$ cat src/rtl/mmio_gpio.sv
// Memory-mapped GPIO: synchronized, debounced switches, LED/debug LED outputs,
// sticky switch rising-edge flags with a maskable level interrupt.
module mmio_gpio #(
  parameter logic [31:0] BASE_ADDR       = 32'h0000_1000,
  parameter int unsigned NUM_SW          = 4,
  parameter int unsigned NUM_LED         = 4,
  parameter int unsigned DEBOUNCE_CYCLES = 4
) (
  input  logic               clk,
  input  logic               rst,
  input  logic [31:0]        bus_addr,
  input  logic [31:0]        bus_wdata,
  input  logic               bus_we,
  input  logic               bus_re,
  output logic [31:0]        bus_rdata,
  output logic               bus_hit,
  input  logic [NUM_SW-1:0]  switches,
  output logic [NUM_LED-1:0] leds,
  output logic               debug_led,
  output logic               irq
);

  localparam int unsigned   CW       = $clog2(DEBOUNCE_CYCLES) + 1;
  localparam logic [CW-1:0] CNT_LAST = CW'(DEBOUNCE_CYCLES - 1);

  localparam logic [1:0] OFF_SW_IN   = 2'd0;
  localparam logic [1:0] OFF_LED_OUT = 2'd1;
  localparam logic [1:0] OFF_SW_EDGE = 2'd2;
  localparam logic [1:0] OFF_IRQ_EN  = 2'd3;

  logic [NUM_SW-1:0] meta;
  logic [NUM_SW-1:0] sync;
  logic [NUM_SW-1:0] stable;
  logic [NUM_SW-1:0] stable_nxt;
  logic [NUM_SW-1:0] sw_edge;
  logic [NUM_SW-1:0] sw_edge_nxt;
  logic [NUM_SW-1:0] irq_en;
  logic [NUM_SW-1:0] irq_en_nxt;
  logic [NUM_SW-1:0] clr;
  logic              sel;
  logic              wr;
  logic [1:0]        offset;
  logic              unused_ok;

  assign sel       = (bus_addr[31:4] == BASE_ADDR[31:4]);
  assign offset    = bus_addr[3:2];
  assign wr        = sel & bus_we;
  assign bus_hit   = sel & (bus_we | bus_re);
  assign unused_ok = ^{bus_addr[1:0], bus_wdata};

  // Zero-wait-state read mux; returns pre-write values on a same-cycle store
  always_comb begin
    bus_rdata = '0;
    if (sel && bus_re) begin
      case (offset)
        OFF_SW_IN:   bus_rdata[NUM_SW-1:0] = stable;
        OFF_LED_OUT: begin
          bus_rdata[NUM_LED-1:0] = leds;
          bus_rdata[8]           = debug_led;
        end
        OFF_SW_EDGE: bus_rdata[NUM_SW-1:0] = sw_edge;
        default:     bus_rdata[NUM_SW-1:0] = irq_en;
      endcase
    end
  end

  // Per-bit debounce: accept sync only after DEBOUNCE_CYCLES consecutive mismatches
  for (genvar i = 0; i < NUM_SW; i++) begin : g_db
    logic [CW-1:0] cnt;
    logic          diff;

    assign diff          = sync[i] ^ stable[i];
    assign stable_nxt[i] = (diff && cnt == CNT_LAST) ? sync[i] : stable[i];

    always_ff @(posedge clk) begin
      if (rst) begin
        cnt <= '0;
      end else if (diff && cnt != CNT_LAST) begin
        cnt <= cnt + CW'(1);
      end else begin
        cnt <= '0;
      end
    end
  end

  // A rising edge landing on the same clock as a W1C clear keeps the flag set
  always_comb begin
    clr         = (wr && offset == OFF_SW_EDGE) ? bus_wdata[NUM_SW-1:0] : '0;
    irq_en_nxt  = (wr && offset == OFF_IRQ_EN) ? bus_wdata[NUM_SW-1:0] : irq_en;
    sw_edge_nxt = (sw_edge & ~clr) | (stable_nxt & ~stable);
  end

  always_ff @(posedge clk) begin
    if (rst) begin
      meta      <= '0;
      sync      <= '0;
      stable    <= '0;
      sw_edge   <= '0;
      irq_en    <= '0;
      irq       <= 1'b0;
      leds      <= '0;
      debug_led <= 1'b0;
    end else begin
      meta    <= switches;
      sync    <= meta;
      stable  <= stable_nxt;
      sw_edge <= sw_edge_nxt;
      irq_en  <= irq_en_nxt;
      irq     <= |(sw_edge_nxt & irq_en_nxt);
      if (wr && offset == OFF_LED_OUT) begin
        leds      <= bus_wdata[NUM_LED-1:0];
        debug_led <= bus_wdata[8];
      end
    end
  end

endmodule

$ cat config.mk
export PLATFORM = sky130hd
export DESIGN_NAME = mmio_gpio
export DESIGN_NICKNAME = d
export VERILOG_FILES = /design/src/rtl/mmio_gpio.sv
export SDC_FILE = /design/constraint.sdc
export NUM_CORES = 1
export LEC_CHECK = 0
export ABC_CLOCK_PERIOD_IN_PS = 1520
export CAP_MARGIN = 5
export CORE_MARGIN = 3
export CORE_UTILIZATION = 35
export DETAILED_ROUTE_END_ITERATION = 8
export PLACE_DENSITY = 0.76
export SYNTH_ARGS = -nofsm -noshare
export SYNTH_HDL_FRONTEND = slang
export SYNTH_SLANG_ARGS = --single-unit
$ cat constraint.sdc
create_clock -name clk -period 1.52 [get_ports clk]
set_input_delay 0.304 -clock clk [delete_from_list [all_inputs] [get_ports clk]]
set_output_delay 0.304 -clock clk [all_outputs]
set_load 0.005 [all_outputs]
### Word-level counts from Yosys, hierarchy flattened

Cells that the tools add are included.

* equality and inequality tests: 12
* add/subtract/negate cells: 4
* multiplexer cells: 10
* bitwise operators: 17
* reductions and logical operators: 18

Operators by type and width (number)
* $eq 28x9->1 const B: 1
* $add 3x1->3 const B: 4
* $and 4x4->4: 3
* $eq 3x2->1 const B: 4
* $logic_and 1x1->1: 12
* $mux 4: 3
* $ne 3x2->1 const B: 4
* $pmux 4 s3: 1
* $not 4->4: 2
* $reduce_or 2->1: 4
* $mux 1: 6
* $eq 2x2->1 const B: 2
* $not 1->1: 4
* $or 4x4->4: 1
* $reduce_or 4->1: 1
* $xor 1x1->1: 4
* $and 1x1->1: 2
* $eq 2x1->1 const B: 1
* $logic_not 2->1: 1
* $or 1x1->1: 1

* output and inout bits: 39
* logic and storage cells: 73
* bits in registers: 38
* input bits: 72

### Longest topological paths before layout

* depth in word-level cells: 9
* gate-level depth with buffers: 8

### Worst setup path before layout

OpenSTA, ideal clock, no wires.

* kind: input to register
* start: input bus_addr[26]
* end: register irq
* data required time: 1.382 ns
* slack: -0.092 ns
* cell stages on the path: 7
* data arrival time: 1.474 ns
* buffers on the path: 2
* library setup time: 0.138 ns
* cells stage by stage: nor4_1 -> and4_1 -> buf_2 -> buf_4 -> a41oi_1 -> nand3_1 -> a41oi_1

* cells in the longest elaborated chain, start to end: 9

Ends and longest elaborated chain
* from (decl): RTL line 11 `input logic [31:0] bus_addr,`
* $eq 28x9->1 *: RTL line 45 `assign sel = (bus_addr[31:4] == BASE_ADDR[31:4]);`
* $and 1x1->1 *: RTL line 47 `assign wr = sel & bus_we;`
* $logic_and 1x1->1: RTL line 88 `clr = (wr && offset == OFF_SW_EDGE) ? bus_wdata[NUM_SW-1:0] : '0;`
* $mux 4: RTL line 88
* $not 4->4: RTL line 90 `sw_edge_nxt = (sw_edge & ~clr) | (stable_nxt & ~stable);`
* $and 4x4->4: RTL line 90
* $or 4x4->4: RTL line 90
* $and 4x4->4 *: RTL line 109 `irq <= |(sw_edge_nxt & irq_en_nxt);`
* $reduce_or 4->1 *: RTL line 109
* to (signal assigned): RTL line 109
* to (decl): RTL line 20 `output logic irq`

Every way passes the cells marked *; elsewhere a longest branch is shown, timed or not.
A chain may end at the register's enable or synchronous reset.

### Worst setup path after layout

* start: input bus_addr[13]
* end: output bus_rdata[8]

* cells in the longest elaborated chain, start to end: 3

Ends and longest elaborated chain
* $eq 28x9->1: RTL line 45
* $logic_and 1x1->1: RTL line 54 `if (sel && bus_re) begin`
* $mux 1: RTL line 54
* to (decl): RTL line 15 `output logic [31:0] bus_rdata,`

No other way between the ends.

==> reports/qor.yml <==
detailed_routing:
  finalWirelength_mm: 5.076
  viasPerCell: 4.705
  postRouteAntennaNets: 0
  detail_route.wl_per_cell_um: 12.82
  vias: 1863
  drt_first_pass_iters: 4
  drc: 0
  drt_iter0_drc: 68
setup_path:
  r2r-end: "irq"
  worstPathCellList: "buf_6, nor4b_4, nand4_2, nor2_1, buf_4, buf_6, nand2_4, nor3_2, buf_2"
  reg2reg_slack_ps: -30
  crit_path_max_fanout: 4
  cpPeakStageDelay_ps: 310
  r2r_start: "g_db[0].cnt[0]"
  cp-end-kind: "output port"
  cpLargestDelayFamily: "simple AND/OR/NAND/NOR gates"
  arrival_ps: 1570
  r2r.worst_path.cells: 7
  slowest_stage: "nor4b_4"
  cp_num_buf_inv: 4
  start_kind: "primary input"
  crit_required_ps: 1220
  path_common_cell: "buf_6"
  crit_type: "in -> out"
sta:
  tns_ps: -1763
  layout_setup_ws_ps: -352.3
  fin_crit_ps: 1872
  rsz0062_at_grt: "yes"
  timing.hold.ws_ps: 421.4
  finClkSkew_ps: 9.334
  max_freq_mhz: 534.1
  slew_viol_final: 0
  period_share_pct: 123.2
  hold_viol: 0
  setup_viol: 8
status:
  outcome: "finished with violations"
  violations: "setup timing"
floorplan:
  rows: 27
  initial_core_util_pct: 36.97
  pin_count: 111
  die-area_um2: 6921
  core_um2: 5642
  die_h_um: 83.20
  die_w_um: 83.20
clock_tree:
  hold_buffers: 0
  clk_pin_slew_ps: 70
  numCtsBuffers: 5
  cts_tree: "yes"
  cts_num_sinks: 38
  cts_root_buffer: "clkbuf_8"
  htree_levels: 2
  worstSkewPairLatency_ps: 300
  cts_buffer_depth: 2
placed_design:
  place_ws_ps: -1048
  io_buffers: 54
  routabilityCongestion: 0.7916
  hpwl_mm: 3.822
  dpl.cell_count: 380
grt:
  grt.overflow.total: 0
  groute.usage.overall_pct: 15.23
  antenna_found_initial: 0
  grt_max_degree: 15
  grt_pass1_wl_mm: 8.673
  first_global_vias: 1901
cells_and_area:
  diodes: 0
  multi_input_area_um2: 1232
  fin_cells: 396
  regArea_um2: 765.7
  final_nets: 403
  syn2layout_area_growth_pct: 52.07
  fin_util_pct: 56.22
  layout-drive-gt1-share_pct: 37.65
  fill_cells: 481
worst_hold_path:
  holdPathEnd: "g_db[2].cnt[0]"
  hp-class: "reg -> reg"
  hold_depth: 1
  holdCritStartpoint: "g_db[2].cnt[0]"
synthesis:
  yosysWarningCount: 0
  synth_top_area_share_pct: 36.47
  async_reset_ff_share_pct: 0
  syn_inst: 220
  synth_flop_cell: "dfxtp_1"
  avgSynthCellArea_um2: 9.481
  yosysTopAreaCell: "dfxtp_1"
  synth_edf_count: 0
  synth_area_leaders: "dfxtp_1, buf_4, mux2i_1"
  synth_seq_area_share_pct: 36.47
  synth_cell_type_count: 34
  synth-seq-cells: 38
  syn-cell-area_um2: 2086
power:
  vdd_ir_drop_max_mv: 0.5595
  power.density_nw_per_um2: 723.8
  p_leak_uw: 0.001454
run:
  cap_violations: 0
-- metal layers --
| metal | share of wire (%) | vias to the layer above | global-route usage [%] |
|---|---|---|---|
| li1 | - | 912 | - |
| met1 | 41 | 858 | 18.03 |
| met2 | 50 | 82 | 26.46 |
| met3 | 7.4 | 11 | 3.968 |
| met4 | 1.8 | 0 | 5.349 |
| met5 | 0 | - | 0 |
-- logic make-up (layout without fill, tap and decap cells) --
family,count (synthesis),count (layout),synth area share [%]
AOI/OAI and AO/OA,18,18,6.059
xor gates and xnor gates,4,4,1.679
adders and majority gates,8,8,4.799
buffers and inverters,51,129,14.46
DFF,38,38,36.47
muxes,17,17,10.56
other,1,27,0.1798
and+or+nand+nor,83,83,25.79
-- stage by stage --
step	cell area (um^2)	power (uW)
floorplan	2235	1165
global placement	2960	1286
detailed placement	2960	1292
CTS	3133	2318
global route	3172	2386
finish	3172	2296
-- flip-flops by register name (all words and copies together) (netlist names) --
signal     flops
g_db.cnt      12
irq_en         4
leds           4
meta           4
stable         4
sw_edge        4
sync           4
debug_led      1
irq            1
-- power breakdown --
group | switching (uW) | internal, uW
Sequential | 6.35 | 1010
Combinational | 112 | 135
Clock | 378 | 658
-- what timing repair did --
action	in CTS	in global routing
resized for setup	155	9
pin swaps	15	8
setup endpoints to repair	24	19
buffers inserted	7	1
cloned	0	0
-- synthesized netlist by cell type, drive strengths merged (2+ instances only) --
library cell / number
or3: 4
a21o: 4
mux4: 4
nor4: 7
o22ai: 4
and3b: 4
a41oi: 5
a21oi: 4
clkbuf: 3
nor2: 30
nor2b: 8
and4: 2
nand4b: 4
ha: 8
nand3: 10
xnor2: 4
and3: 4
inv: 14
buf: 34
nor3: 5
dfxtp: 38
mux2i: 13
-- cell type report --
type	instances	area share, %
Multi-Input combinational cell	157	38.86
Timing Repair Buffer	107	28.17
Sequential cell	38	24.14
Tap cell	72	2.840
Clock buffer	5	2.170
Clock inverter	3	2.170
Inverter	14	1.657
-- worst max-delay path by stage --
| stage | from | to | slack [ps] | depth (start not counted) |
|---|---|---|---|---|
| CTS | bus_addr[30] | bus_rdata[8] | -330 | 9 |
| detailed placement | bus_addr[5] | bus_rdata[8] | -1050 | 8 |
| finish | bus_addr[13] | bus_rdata[8] | -350 | 9 |
| global route | bus_addr[13] | bus_rdata[8] | -440 | 9 |
| global placement | bus_addr[10] | bus_rdata[8] | -990 | 8 |
| floorplan | bus_addr[10] | bus_rdata[8] | -30 | 5 |
-- layout by cell type, fill, tap and decap left out, types with 2 or more instances in the layout --
master,count
o22ai_1,4
nor3_1,3
clkdlybuf4s50_1,13
nor3_2,2
conb_1,27
inv_1,14
nor4_4,7
buf_6,16
a41oi_1,2
nand3_1,9
dlygate4sd2_1,7
and3_4,4
nand4b_1,4
and3b_1,3
nor2b_1,8
a41oi_2,3
xnor2_1,4
or3_1,4
bufinv_16,2
dfxtp_2,4
a21oi_1,3
clkbuf_8,5
dfxtp_1,34
buf_2,16
ha_1,8
nor2_1,30
a21o_1,4
mux2i_1,13
buf_4,47
clkdlybuf4s15_1,4
mux4_2,4
and4_2,2
No activity file was read; power rests on OpenSTA's default activity.
